[src/rtl/regfile_pkg.sv]
// Shared register-file definitions and the pending-write entry type used by
// the writeback queue.
package regfile_pkg;

  localparam int unsigned REG_ADDR_W = 5;
  localparam int unsigned DATA_W     = 32;
  localparam int unsigned NUM_REGS   = 32;

  typedef logic [REG_ADDR_W-1:0] reg_addr_t;
  typedef logic [DATA_W-1:0]     reg_data_t;

  typedef struct packed {
    reg_addr_t rd;
    reg_data_t data;
  } wb_entry_t;

  // Register 0 is hardwired zero, so a result targeting it never needs a write.
  function automatic logic writes_reg(input logic valid, input reg_addr_t rd);
    return valid && (rd != '0);
  endfunction

endpackage

[src/rtl/regfile_writeback_fwd_match.sv]
// Youngest-match search over the pending-write entries for one read port.
module wb_fwd_match
  import regfile_pkg::*;
#(
  parameter int unsigned DEPTH = 4
) (
  input  logic                  [DEPTH-1:0] valid,
  input  wb_entry_t [DEPTH-1:0]             entries,
  input  reg_addr_t                         read_reg,
  output logic                              hit,
  output reg_data_t                         data
);

  // Entries arrive oldest first, so a later match overrides an earlier one.
  always_comb begin
    hit  = 1'b0;
    data = '0;
    for (int unsigned i = 0; i < DEPTH; i++) begin
      if (valid[i] && (entries[i].rd == read_reg) && (read_reg != '0)) begin
        hit  = 1'b1;
        data = entries[i].data;
      end
    end
  end

endmodule

[src/rtl/regfile_writeback.sv]
// In-order writeback queue merging ALU and multdiv results into a single
// register-file write port, with forwarding of still-pending values.
module regfile_writeback
  import regfile_pkg::*;
#(
  parameter int unsigned DEPTH = 4
) (
  input  logic                    clock,
  input  logic                    ctrl_reset_n,
  input  logic                    alu_valid,
  input  logic [REG_ADDR_W-1:0]   alu_rd,
  input  logic [DATA_W-1:0]       alu_data,
  input  logic                    md_valid,
  input  logic [REG_ADDR_W-1:0]   md_rd,
  input  logic [DATA_W-1:0]       md_data,
  output logic                    in_ready,
  output logic                    ctrl_writeEnable,
  output logic [REG_ADDR_W-1:0]   ctrl_writeReg,
  output logic [DATA_W-1:0]       data_writeReg,
  input  logic [REG_ADDR_W-1:0]   ctrl_readRegA,
  input  logic [REG_ADDR_W-1:0]   ctrl_readRegB,
  output logic                    fwd_hitA,
  output logic                    fwd_hitB,
  output logic [DATA_W-1:0]       fwd_dataA,
  output logic [DATA_W-1:0]       fwd_dataB,
  output logic [$clog2(DEPTH):0]  pending_count,
  output logic                    overflow_err
);

  localparam int unsigned PTR_W = $clog2(DEPTH);
  localparam int unsigned CNT_W = PTR_W + 1;

  wb_entry_t            mem [DEPTH];
  logic [PTR_W-1:0]     head;
  logic [PTR_W-1:0]     tail;
  logic [CNT_W-1:0]     count;
  logic [CNT_W-1:0]     free_slots;
  logic [CNT_W-1:0]     n_acc;
  logic                 md_ok;
  logic                 alu_ok;
  logic                 take_md;
  logic                 take_alu;
  logic                 take_first;
  logic                 take_second;
  logic                 pop;
  logic                 overflow_hit;
  wb_entry_t            first_entry;
  wb_entry_t            second_entry;
  logic      [DEPTH-1:0] age_valid;
  wb_entry_t [DEPTH-1:0] age_entries;

  // Admission looks only at the current occupancy; a same-edge pop does not
  // create room, so md claims the last free slot ahead of alu.
  always_comb begin
    free_slots   = CNT_W'(DEPTH) - count;
    in_ready     = free_slots >= CNT_W'(2);
    md_ok        = writes_reg(md_valid, md_rd);
    alu_ok       = writes_reg(alu_valid, alu_rd);
    take_md      = md_ok && (free_slots != '0);
    take_alu     = alu_ok && (in_ready || (!md_ok && (free_slots != '0)));
    take_first   = take_md || take_alu;
    take_second  = take_md && take_alu;
    n_acc        = CNT_W'(take_md) + CNT_W'(take_alu);
    pop          = count != '0;
    overflow_hit = !in_ready && (md_ok || alu_ok);
    first_entry  = take_md ? '{rd: md_rd, data: md_data} : '{rd: alu_rd, data: alu_data};
    second_entry = '{rd: alu_rd, data: alu_data};
  end

  always_ff @(posedge clock or negedge ctrl_reset_n) begin
    if (!ctrl_reset_n) begin
      head         <= '0;
      tail         <= '0;
      count        <= '0;
      overflow_err <= 1'b0;
    end else begin
      head         <= head + PTR_W'(pop);
      tail         <= tail + PTR_W'(n_acc);
      count        <= count + n_acc - CNT_W'(pop);
      overflow_err <= overflow_err | overflow_hit;
    end
  end

  always_ff @(posedge clock) begin
    if (take_first)  mem[tail] <= first_entry;
    if (take_second) mem[tail + PTR_W'(1)] <= second_entry;
  end

  always_comb begin
    ctrl_writeEnable = pop;
    ctrl_writeReg    = pop ? mem[head].rd   : '0;
    data_writeReg    = pop ? mem[head].data : '0;
    pending_count    = count;
  end

  // Present the circular buffer to the matchers in age order (index 0 = head).
  always_comb begin
    for (int unsigned i = 0; i < DEPTH; i++) begin
      age_entries[i] = mem[head + PTR_W'(i)];
      age_valid[i]   = CNT_W'(i) < count;
    end
  end

  wb_fwd_match #(.DEPTH(DEPTH)) u_fwd_a (
    .valid    (age_valid),
    .entries  (age_entries),
    .read_reg (ctrl_readRegA),
    .hit      (fwd_hitA),
    .data     (fwd_dataA)
  );

  wb_fwd_match #(.DEPTH(DEPTH)) u_fwd_b (
    .valid    (age_valid),
    .entries  (age_entries),
    .read_reg (ctrl_readRegB),
    .hit      (fwd_hitB),
    .data     (fwd_dataB)
  );

endmodule

[config.mk]
export PLATFORM = sky130hd
export DESIGN_NAME = regfile_writeback
export DESIGN_NICKNAME = d
export VERILOG_FILES = /design/src/rtl/regfile_pkg.sv /design/src/rtl/regfile_writeback_fwd_match.sv /design/src/rtl/regfile_writeback.sv
export SDC_FILE = /design/constraint.sdc
export NUM_CORES = 1
export LEC_CHECK = 0
export CAP_MARGIN = 20
export CELL_PAD_IN_SITES_DETAIL_PLACEMENT = 0
export CELL_PAD_IN_SITES_GLOBAL_PLACEMENT = 1
export CORE_UTILIZATION = 35
export CTS_CLUSTER_DIAMETER = 150
export CTS_CLUSTER_SIZE = 25
export DETAILED_ROUTE_END_ITERATION = 8
export PLACE_DENSITY_LB_ADDON = 0.1
export SLEW_MARGIN = 20
export SYNTH_ARGS = -nofsm -noshare
export SYNTH_HDL_FRONTEND = slang
export SYNTH_SLANG_ARGS = --single-unit
[constraint.sdc]
create_clock -name clock -period 6.5 [get_ports clock]
set_clock_uncertainty 0.1 [all_clocks]
set_input_delay 1.3 -clock clock [delete_from_list [all_inputs] [get_ports clock]]
set_output_delay 1.3 -clock clock [all_outputs]
set_load 0.02 [all_outputs]
==> qor.csv, run 1 <==
stage,metric,value,unit
outcome,status,"finished, violations left",
finish,area growth from synthesis to layout,21.3,%
cts,Post-CTS Setup Bufs,0,
setup_path,Setup crit end kind,output port,
cts,htree depth,4,
routing,remaining antenna violation count after routing,0,
sta,"Setup violations, final",0,
yosys,"EDFF count, synth",148,
setup_path,Critical Path Fanout Max,42,
sta,min Tclk post-route,6.18,ns
floorplanning,Core Region,0.0411,mm²
yosys,Mapped Cells,1610,
sta,final slew viol count,0,
sta,Worst-Margin Slew,1.01,ns
cts,Sink Count,156,
cts,Clock Pin Slew Worst Setup and Hold Paths,0.07,ns
global_routing,GRT Total Usage,25.1,%
global_routing,gr ovfl total,0,
yosys,area share of the largest cell type after synthesis,30.3,%
routing,Routed WL per cell,23.8,µm
yosys,cell area after synthesis,0.0147,mm²
setup_path,crit path kind,input port to output port,
finish,layout cells sized above 1,22.6,%
finish,design area,0.0178,mm²
global_routing,global-route wire length before repair,80700,µm
setup_path,Worst Path Arrival,4.78,ns
sta,Hold WS,0.372,ns
place,Post-DP Area,0.0172,mm²
routing,Routed WL,53800,µm
cts,worst skew pair latency,0.44,ns
outcome,failing checks,design-rule violations,
yosys,Synth Area per Inst,9.11,µm²
power_and_ir_drop,power density over the cells,548,mW/mm²
sta,max_slew headroom,32.9,%
floorplanning,Initial Utilization,35.7,%
yosys,Syn Nets,1710,
place,IO Port Bufs,196,
floorplanning,die area,0.0427,mm²
yosys,yosys warns,0,
yosys,most frequent cell after synthesis,mux2_2,
finish,ANT cells,0,
setup_path,CP startpoint kind,input port,
setup_path,CP top delay family,buffers and inverters,
cts,# hold bufs at CTS,0,
sta,final worst-path setup slack,0.321,ns
yosys,post-synthesis sequential area ratio,31.7,%
global_routing,antenna violations before repair,1,
routing,Vias,13523,
cts,CTS tree,done,
finish,Layout Nets,1810,
routing,Pre-antenna DRT Iters,7,
place,dpl ws,0.368,ns
sta,setup_tns,0,ns
min_path,hold crit path type,register to register,
yosys,Post-synth ARST share,5.13,%
sta,maximum clock rate,162,MHz
setup_path,Slowest cell on crit path,clkdlybuf4s50_1,
sta,Fin. Hold Viols,0,
yosys,Post-synth top flop,edfxtp_1,
global_routing,vias in the first global route,13083,
cts,root buf cell,clkbuf_16,
setup_path,Critical Path RT,5.10,ns
floorplanning,die width,207,µm
finish,FILL cells,4080,
routing,Iteration-0 DRC Markers,1011,
setup_path,CP cell instances,"clkdlybuf4s50_1, nor3_1, buf_4, a211oi_1, a21o_1, o211a_4, buf_4, o21ai_0, o22ai_1, a31o_2, clkdlybuf4s50_1",
power_and_ir_drop,worst vdd ir,0.333,mV
setup_path,CP peak stage delay,0.76,ns
setup_path,Bufs and invs on worst path,4,
power_and_ir_drop,leakage power,6.17,nW
floorplanning,std cell rows,74,
routing,DR DRC count,10,
sta,RSZ-0062 raised after global routing,no,
yosys,Commonest cells post-synth,"mux2_2, nor3_1, o21ai_0, edfxtp_1, mux2i_1",
cts,CTS max path bufs,2,
sta,period utilisation layout,95.1,%
floorplanning,Die H,207,µm
cts,PostCTS Resize Cnt,0,
yosys,"Distinct cells, synth",53,
global_routing,largest net degree at the start of global routing,196,
routing,drt via density,6.00,
floorplanning,I/O Pins,197,
yosys,Synth area leaders,"edfxtp_1, mux2_2, mux2i_1",
job,number of max-cap violations,0,
cts,CTS Buf Count,17,
yosys,largest area contributor in the netlist,edfxtp_1,
place,post-DP HPWL,34600,µm
yosys,Yosys reg bits,156,
place,Placer Congestion,0.929,
==> path summary, 6_finish.rpt <==
check                                       from            to  slack, ns  cells after the start
worst min register to register      overflow_err  overflow_err       0.37                      1
worst max-delay path            ctrl_readRegB[0]  fwd_dataB[7]       0.32                     11
min in group asynchronous           ctrl_reset_n       tail[0]       1.06                      1
worst min-delay path                overflow_err  overflow_err       0.37                      1
max in group asynchronous           ctrl_reset_n       head[1]       4.90                      1
worst max register to register  pending_count[1]    mem[2][18]       2.48                      8
==> cells by family (layout without fill, tap and decap cells) <==
family	Yosys count	count (layout)	synth area share, %
compound gates	433	433	18.3
simple gates	419	419	13.6
mux	350	350	26.7
buf+inv	186	299	5.47
flops	156	156	31.7
xor+xnor	54	54	3.22
fa+ha+maj	12	12	1.07
==> where the power goes <==
| group | internal (mW) | switching, mW |
|---|---|---|
| combinational | 2.74 | 3.96 |
| sequential | 1.63 | 0.414 |
| clock | 0.564 | 0.441 |
==> sequential cells by signal, indices dropped and copies added, names as in the netlist <==
signal	cells
mem	148
pending_count	3
head	2
tail	2
overflow_err	1
==> layer usage <==
metal / global-route usage, % / up-vias / routed length (µm)
met4: 8.63 / 2 / 1360
met1: 35.1 / 6663 / 25000
met3: 2.35 / 84 / 2610
met2: 40.3 / 425 / 24800
li1: - / 6349 / -
met5: 0 / - / 16
==> cells in the final DEF, fill, tap and decap left out, types with 3 or more instances in the layout <==
cell type and instances:
clkdlybuf4s50_1 195, a211o_1 3, ha_1 10, nand2b_1 4, o22ai_1 110, nand3_1 4
a31oi_1 5, xnor2_1 42, o211ai_1 3, o21ai_0 163, a31o_2 52, clkinvlp_4 4
and2_1 6, o2bb2ai_1 4, xor2_1 12, buf_4 47, buf_12 8, or3_1 29
o21ai_4 6, nor2_1 93, mux2_2 218, a21o_1 3, nor4_1 7, nand2_1 60
clkbuf_16 17, edfxtp_1 148, dfrtp_1 6, mux4_2 11, inv_1 16, a211oi_1 29
nor3_1 198, a21oi_1 44, clkinv_4 4, or2_2 3, mux2i_1 121
==> metrics by stage <==
step	std cells	total power, mW	util (%)
6_report	2255	9.76	43.3
5_1_grt	2255	10.4	43.3
2_1_floorplan	1610	6.40	-
3_3_place_gp	2223	8.71	41.9
4_1_cts	2255	9.76	43.3
3_5_place_dp	2223	8.73	41.9
==> final cells by class <==
cell class	instances	area, µm²	area share, %
Timing Repair Buffer	250	2460	13.9
Inverter	17	68.8	0.387
Sequential cell	156	4650	26.1
Clock inverter	14	146	0.823
Clock buffer	18	429	2.41
Tap cell	532	666	3.74
Multi-Input combinational cell	1268	9370	52.6
Power figures use the tool's default switching activity.
==> run 2: changes to the inputs <==
--- a/config.mk
+++ b/config.mk
@@ -8,7 +8,7 @@
 export CAP_MARGIN = 20
 export CELL_PAD_IN_SITES_DETAIL_PLACEMENT = 0
 export CELL_PAD_IN_SITES_GLOBAL_PLACEMENT = 1
-export CORE_UTILIZATION = 35
+export CORE_UTILIZATION = 41
 export CTS_CLUSTER_DIAMETER = 150
 export CTS_CLUSTER_SIZE = 25
 export DETAILED_ROUTE_END_ITERATION = 8
==> qor.csv, run 2 (synthesis gave the netlist of run 1 again) <==
stage,metric,value,unit
outcome,status,"complete, no violations",
cts,Clock Pin Slew Worst Setup and Hold Paths,0.07,ns
finish,design area,0.0177,mm²
sta,maximum clock rate,165,MHz
sta,Hold WS,0.375,ns
place,Placer Congestion,0.917,
routing,DR DRC count,0,
routing,Vias,13719,
power_and_ir_drop,power density over the cells,553,mW/mm²
power_and_ir_drop,worst vdd ir,0.304,mV
min_path,Hold Crit Depth,1,
floorplanning,std cell rows,68,
min_path,hold crit path type,register to register,
power_and_ir_drop,Total Power,9.79,mW
routing,Routed WL per cell,24.0,µm
power_and_ir_drop,switching part of the total,49.1,%
routing,met2 routed WL,23500,µm
sta,Worst-Margin Slew,1.05,ns
setup_path,crit path kind,input port to output port,
setup_path,Setup crit end kind,output port,
power_and_ir_drop,sequential power share,21.2,%
global_routing,vias in the first global route,12909,
global_routing,global-route wire length before repair,77600,µm
sta,Fin. Hold Viols,0,
place,placed instance count,2143,
floorplanning,Die H,191,µm
place,post-DP HPWL,33400,µm
finish,area growth from synthesis to layout,20.7,%
setup_path,Reg2Reg Launch Point,pending_count[1],
setup_path,path depth of the worst reg2reg path,8,
cts,PostCTS Resize Cnt,0,
power_and_ir_drop,Internal,4.98,mW
sta,min Tclk post-route,6.05,ns
setup_path,crit path to,fwd_dataB[15],
routing,Routed WL,52200,µm
finish,most frequent cells in the layout,"mux2_2, nor3_1, clkdlybuf4s50_1, o21ai_0, edfxtp_1",
setup_path,Critical Path Fanout Max,11,
finish,final std cells w/o fill,2174,
sta,final slew viol count,0,
floorplanning,die width,191,µm
cts,worst skew pair latency,0.44,ns
floorplanning,Initial Utilization,42.1,%
place,Post-DP Area,0.0171,mm²
cts,CTS Buf Count,17,
finish,FILL cells,3306,
finish,Layout Nets,1807,
routing,WL met1,23500,µm
finish,"most common cell after layout, fill and taps aside",mux2_2,
setup_path,R2R setup slack,2.35,ns
setup_path,FF-to-FF End,mem[2][25],
setup_path,Slowest cell on crit path,clkdlybuf4s50_1,
power_and_ir_drop,Comb pwr share,67.7,%
sta,period utilisation layout,93.0,%
power_and_ir_drop,Psw,4.81,mW
sta,RSZ-0062 raised after global routing,no,
routing,Iteration-0 DRC Markers,1303,
cts,Sink Count,156,
global_routing,GRT Total Usage,28.2,%
sta,final worst-path setup slack,0.454,ns
finish,Largest register FFs,148,
job,number of max-cap violations,0,
power_and_ir_drop,Clock power frac,11.1,%
setup_path,CP cell instances,"clkdlybuf4s50_1, nor3_1, a21oi_1, mux2_2, nand2_1, nor2_1, nor3b_4, buf_4, a31o_2, clkdlybuf4s50_1",
global_routing,largest net degree at the start of global routing,104,
global_routing,gr ovfl total,0,
cts,htree depth,4,
routing,met3 routed wirelength,3580,µm
setup_path,CP dominant cell by count,clkdlybuf4s50_1,
cts,root buf cell,clkbuf_16,
place,IO Port Bufs,196,
finish,ANT cells,0,
power_and_ir_drop,leakage power,6.19,nW
sta,max_slew headroom,29.8,%
routing,Pre-antenna DRT Iters,7,
finish,Util after Layout,50.8,%
sta,setup_tns,0,ns
cts,# hold bufs at CTS,0,
cts,CTS max path bufs,2,
setup_path,CP peak stage delay,0.60,ns
routing,remaining antenna violation count after routing,0,
global_routing,antenna violations before repair,2,
routing,top routing layer used,met5,
setup_path,Worst Path Arrival,4.65,ns
setup_path,Critical Path RT,5.10,ns
cts,Post-CTS Setup Bufs,0,
finish,largest register by flop count,mem,
floorplanning,die area,0.0365,mm²
sta,"Setup violations, final",0,
routing,drt via density,6.31,
setup_path,Critical path origin,ctrl_readRegB[1],
place,dpl ws,0.455,ns
floorplanning,I/O Pins,197,
floorplanning,Core Region,0.0349,mm²
cts,CTS tree,done,
setup_path,CP startpoint kind,input port,
finish,layout cells sized above 1,22.6,%
[run 2: critical path: cells and delay by family]
family          cells  cell delay (ns)
compound gates      2             0.31
buf+inv             3             1.50
mux                 1             0.29
simple gates        4             1.25
[run 2: power groups by stage]
stage               Sequential, mW  Combinational, mW  Clock (mW)
floorplan                     1.90               4.50           0
global placement              2.07               6.52           0
detailed placement            2.09               6.56           0
CTS                           2.07               6.59        1.10
global route                  2.13               7.07        1.14
finish                        2.08               6.63        1.09
[run 2: how the worst min path moves through the flow]
stage            startpoint      endpoint  slack (ns)
2_1_floorplan       tail[0]       tail[0]        0.38
3_3_place_gp   overflow_err  overflow_err        0.36
3_5_place_dp   overflow_err  overflow_err        0.36
4_1_cts        overflow_err  overflow_err        0.38
5_1_grt        overflow_err  overflow_err        0.40
6_report       overflow_err  overflow_err        0.38
[run 2: metal layers]
metal | track usage, % | vias up
met5 | 0 | -
met4 | 10.6 | 4
met3 | 4.70 | 101
met2 | 44.2 | 581
met1 | 38.7 | 6688
li1 | - | 6345
[run 2: final cells by class]
cell class	instances	area [µm²]	share of cell area, %
multi-input cells	1268	9370	52.9
flip-flops and latches	156	4650	26.3
repair buffers	247	2430	13.7
well taps	455	569	3.22
clock buffers	17	425	2.40
inverters	17	68.8	0.389
clock inverters	14	195	1.10
==> run 3: changes to the inputs <==
--- a/config.mk
+++ b/config.mk
@@ -5,11 +5,11 @@
 export SDC_FILE = /design/constraint.sdc
 export NUM_CORES = 1
 export LEC_CHECK = 0
-export CAP_MARGIN = 20
+export CAP_MARGIN = 25
 export CELL_PAD_IN_SITES_DETAIL_PLACEMENT = 0
 export CELL_PAD_IN_SITES_GLOBAL_PLACEMENT = 1
-export CORE_UTILIZATION = 41
-export CTS_CLUSTER_DIAMETER = 150
+export CORE_UTILIZATION = 39
+export CTS_CLUSTER_DIAMETER = 30
 export CTS_CLUSTER_SIZE = 25
 export DETAILED_ROUTE_END_ITERATION = 8
 export PLACE_DENSITY_LB_ADDON = 0.1
==> constraint.sdc (replaced) <==
create_clock -name clock -period 4.85 [get_ports clock]
set_clock_uncertainty 0.1 [all_clocks]
set_input_delay 0.97 -clock clock [delete_from_list [all_inputs] [get_ports clock]]
set_output_delay 0.97 -clock clock [all_outputs]
set_load 0.02 [all_outputs]
==> qor.csv, run 3 (synthesis gave the netlist of run 1 again) <==
stage,metric,value,unit
routing,DR DRC count,0,
floorplanning,I/O Pins,197,
setup_path,crit path kind,input port to output port,
sta,"Setup violations, final",0,
floorplanning,die area,0.0384,mm²
floorplanning,die width,196,µm
setup_path,Critical Path RT,3.78,ns
place,IO Port Bufs,196,
outcome,status,"complete, no violations",
cts,CTS tree,done,
sta,max_slew headroom,38.3,%
cts,Clock Pin Slew Worst Setup and Hold Paths,0.07,ns
sta,period utilisation layout,98.0,%
sta,Fin. Hold Viols,0,
floorplanning,Core Region,0.0368,mm²
cts,worst skew pair latency,0.45,ns
place,dpl ws,-0.274,ns
routing,Pre-antenna DRT Iters,5,
power_and_ir_drop,power density over the cells,721,mW/mm²
setup_path,Setup crit end kind,output port,
finish,Util after Layout,50.1,%
routing,Iteration-0 DRC Markers,1092,
finish,layout cells sized above 1,29.4,%
global_routing,global-route wire length before repair,80400,µm
finish,ANT cells,0,
routing,Vias,14028,
finish,Largest register FFs,148,
setup_path,Slowest cell on crit path,clkdlybuf4s50_1,
setup_path,CP peak stage delay,0.45,ns
setup_path,CP dominant cell by count,buf_4,
setup_path,Worst Path Arrival,3.68,ns
setup_path,CP top delay family,buffers and inverters,
finish,area growth from synthesis to layout,25.6,%
sta,maximum clock rate,210,MHz
place,post-DP HPWL,35300,µm
power_and_ir_drop,Total Power,13.3,mW
setup_path,Bufs and invs on worst path,6,
cts,root buf cell,clkbuf_16,
global_routing,antenna violations before repair,2,
sta,Worst-Margin Slew,0.925,ns
power_and_ir_drop,leakage power,6.84,nW
finish,Layout Nets,1902,
floorplanning,Initial Utilization,39.9,%
power_and_ir_drop,worst vdd ir,0.375,mV
min_path,hold crit path type,register to register,
setup_path,CP startpoint kind,input port,
routing,Routed WL per cell,23.5,µm
global_routing,GRT Total Usage,27.7,%
finish,"most common cell after layout, fill and taps aside",mux2_2,
finish,largest register by flop count,mem,
global_routing,largest net degree at the start of global routing,89,
floorplanning,Die H,196,µm
floorplanning,std cell rows,70,
routing,drt via density,6.14,
setup_path,CP cell instances,"clkdlybuf4s50_1, buf_4, xnor2_1, nor4_1, mux2i_1, buf_4, o21ai_4, buf_4, buf_4, o22ai_1, a31o_2, clkdlybuf4s15_1",
routing,remaining antenna violation count after routing,0,
routing,Routed WL,53700,µm
cts,Sink Count,156,
sta,final slew viol count,0,
place,Placer Congestion,0.861,
place,placed instance count,2235,
cts,htree depth,4,
global_routing,gr ovfl total,0,
finish,most frequent cells in the layout,"mux2_2, nor3_1, o21ai_0, edfxtp_1, clkdlybuf4s50_1",
job,number of max-cap violations,0,
global_routing,vias in the first global route,13338,
cts,CTS Buf Count,17,
cts,CTS max path bufs,2,
finish,final std cells w/o fill,2283,
setup_path,Critical Path Fanout Max,8,
sta,min Tclk post-route,4.75,ns
finish,FILL cells,3460,
sta,final worst-path setup slack,0.0956,ns
run 3: routing by layer:
layer	GRT usage, %	up-vias	wire, µm
met5	0	-	27
met4	9.26	4	1380
met3	4.42	89	3220
met2	46.0	573	25600
met1	36.5	6806	23400
li1	-	6556	-
run 3: what timing repair did:
item	CTS	global route
pin swaps	2	1
resized for setup	73	105
hold buffers	0	0
setup buffers	11	4
cloned	1	0
endpoints found under the setup margin	64	56
run 3: power breakdown:
group	internal [mW]	switching (mW)
Combinational	3.84	5.41
Clock	0.725	0.640
Sequential	2.18	0.495
Total	6.75	6.55
run 3: worst paths after layout:
path | depth (start not counted) | to | slack (ns) | from
max | 12 | fwd_dataB[16] | 0.1 | ctrl_readRegB[3]
min | 1 | overflow_err | 0.37 | overflow_err
max reg2reg | 8 | mem[0][31] | 1.51 | pending_count[0]
min reg2reg | 1 | overflow_err | 0.37 | overflow_err
max in group asynchronous | 1 | head[0] | 3.62 | ctrl_reset_n
min in group asynchronous | 1 | overflow_err | 0.71 | ctrl_reset_n
run 3: final cells by class:
class,count,area [µm²],share of cell area (%)
sequential,156,4650,25.2
multi-input combinational,1268,9390,51.0
clock buffer,17,425,2.31
tap,468,586,3.18
inverter,17,68.8,0.373
timing repair buffer,342,3160,17.1
clock inverter,15,151,0.821
run 3: through the flow:
step / hold WS (ns) / area, µm² / TNS [ns]
6_report: 0.372 / 18400 / 0
5_1_grt: 0.392 / 18400 / -0.000270
4_1_cts: 0.374 / 18500 / 0
3_5_place_dp: 0.356 / 17900 / -13.98
3_3_place_gp: 0.353 / 17900 / -13.33
2_1_floorplan: 0.377 / 14700 / -93.68
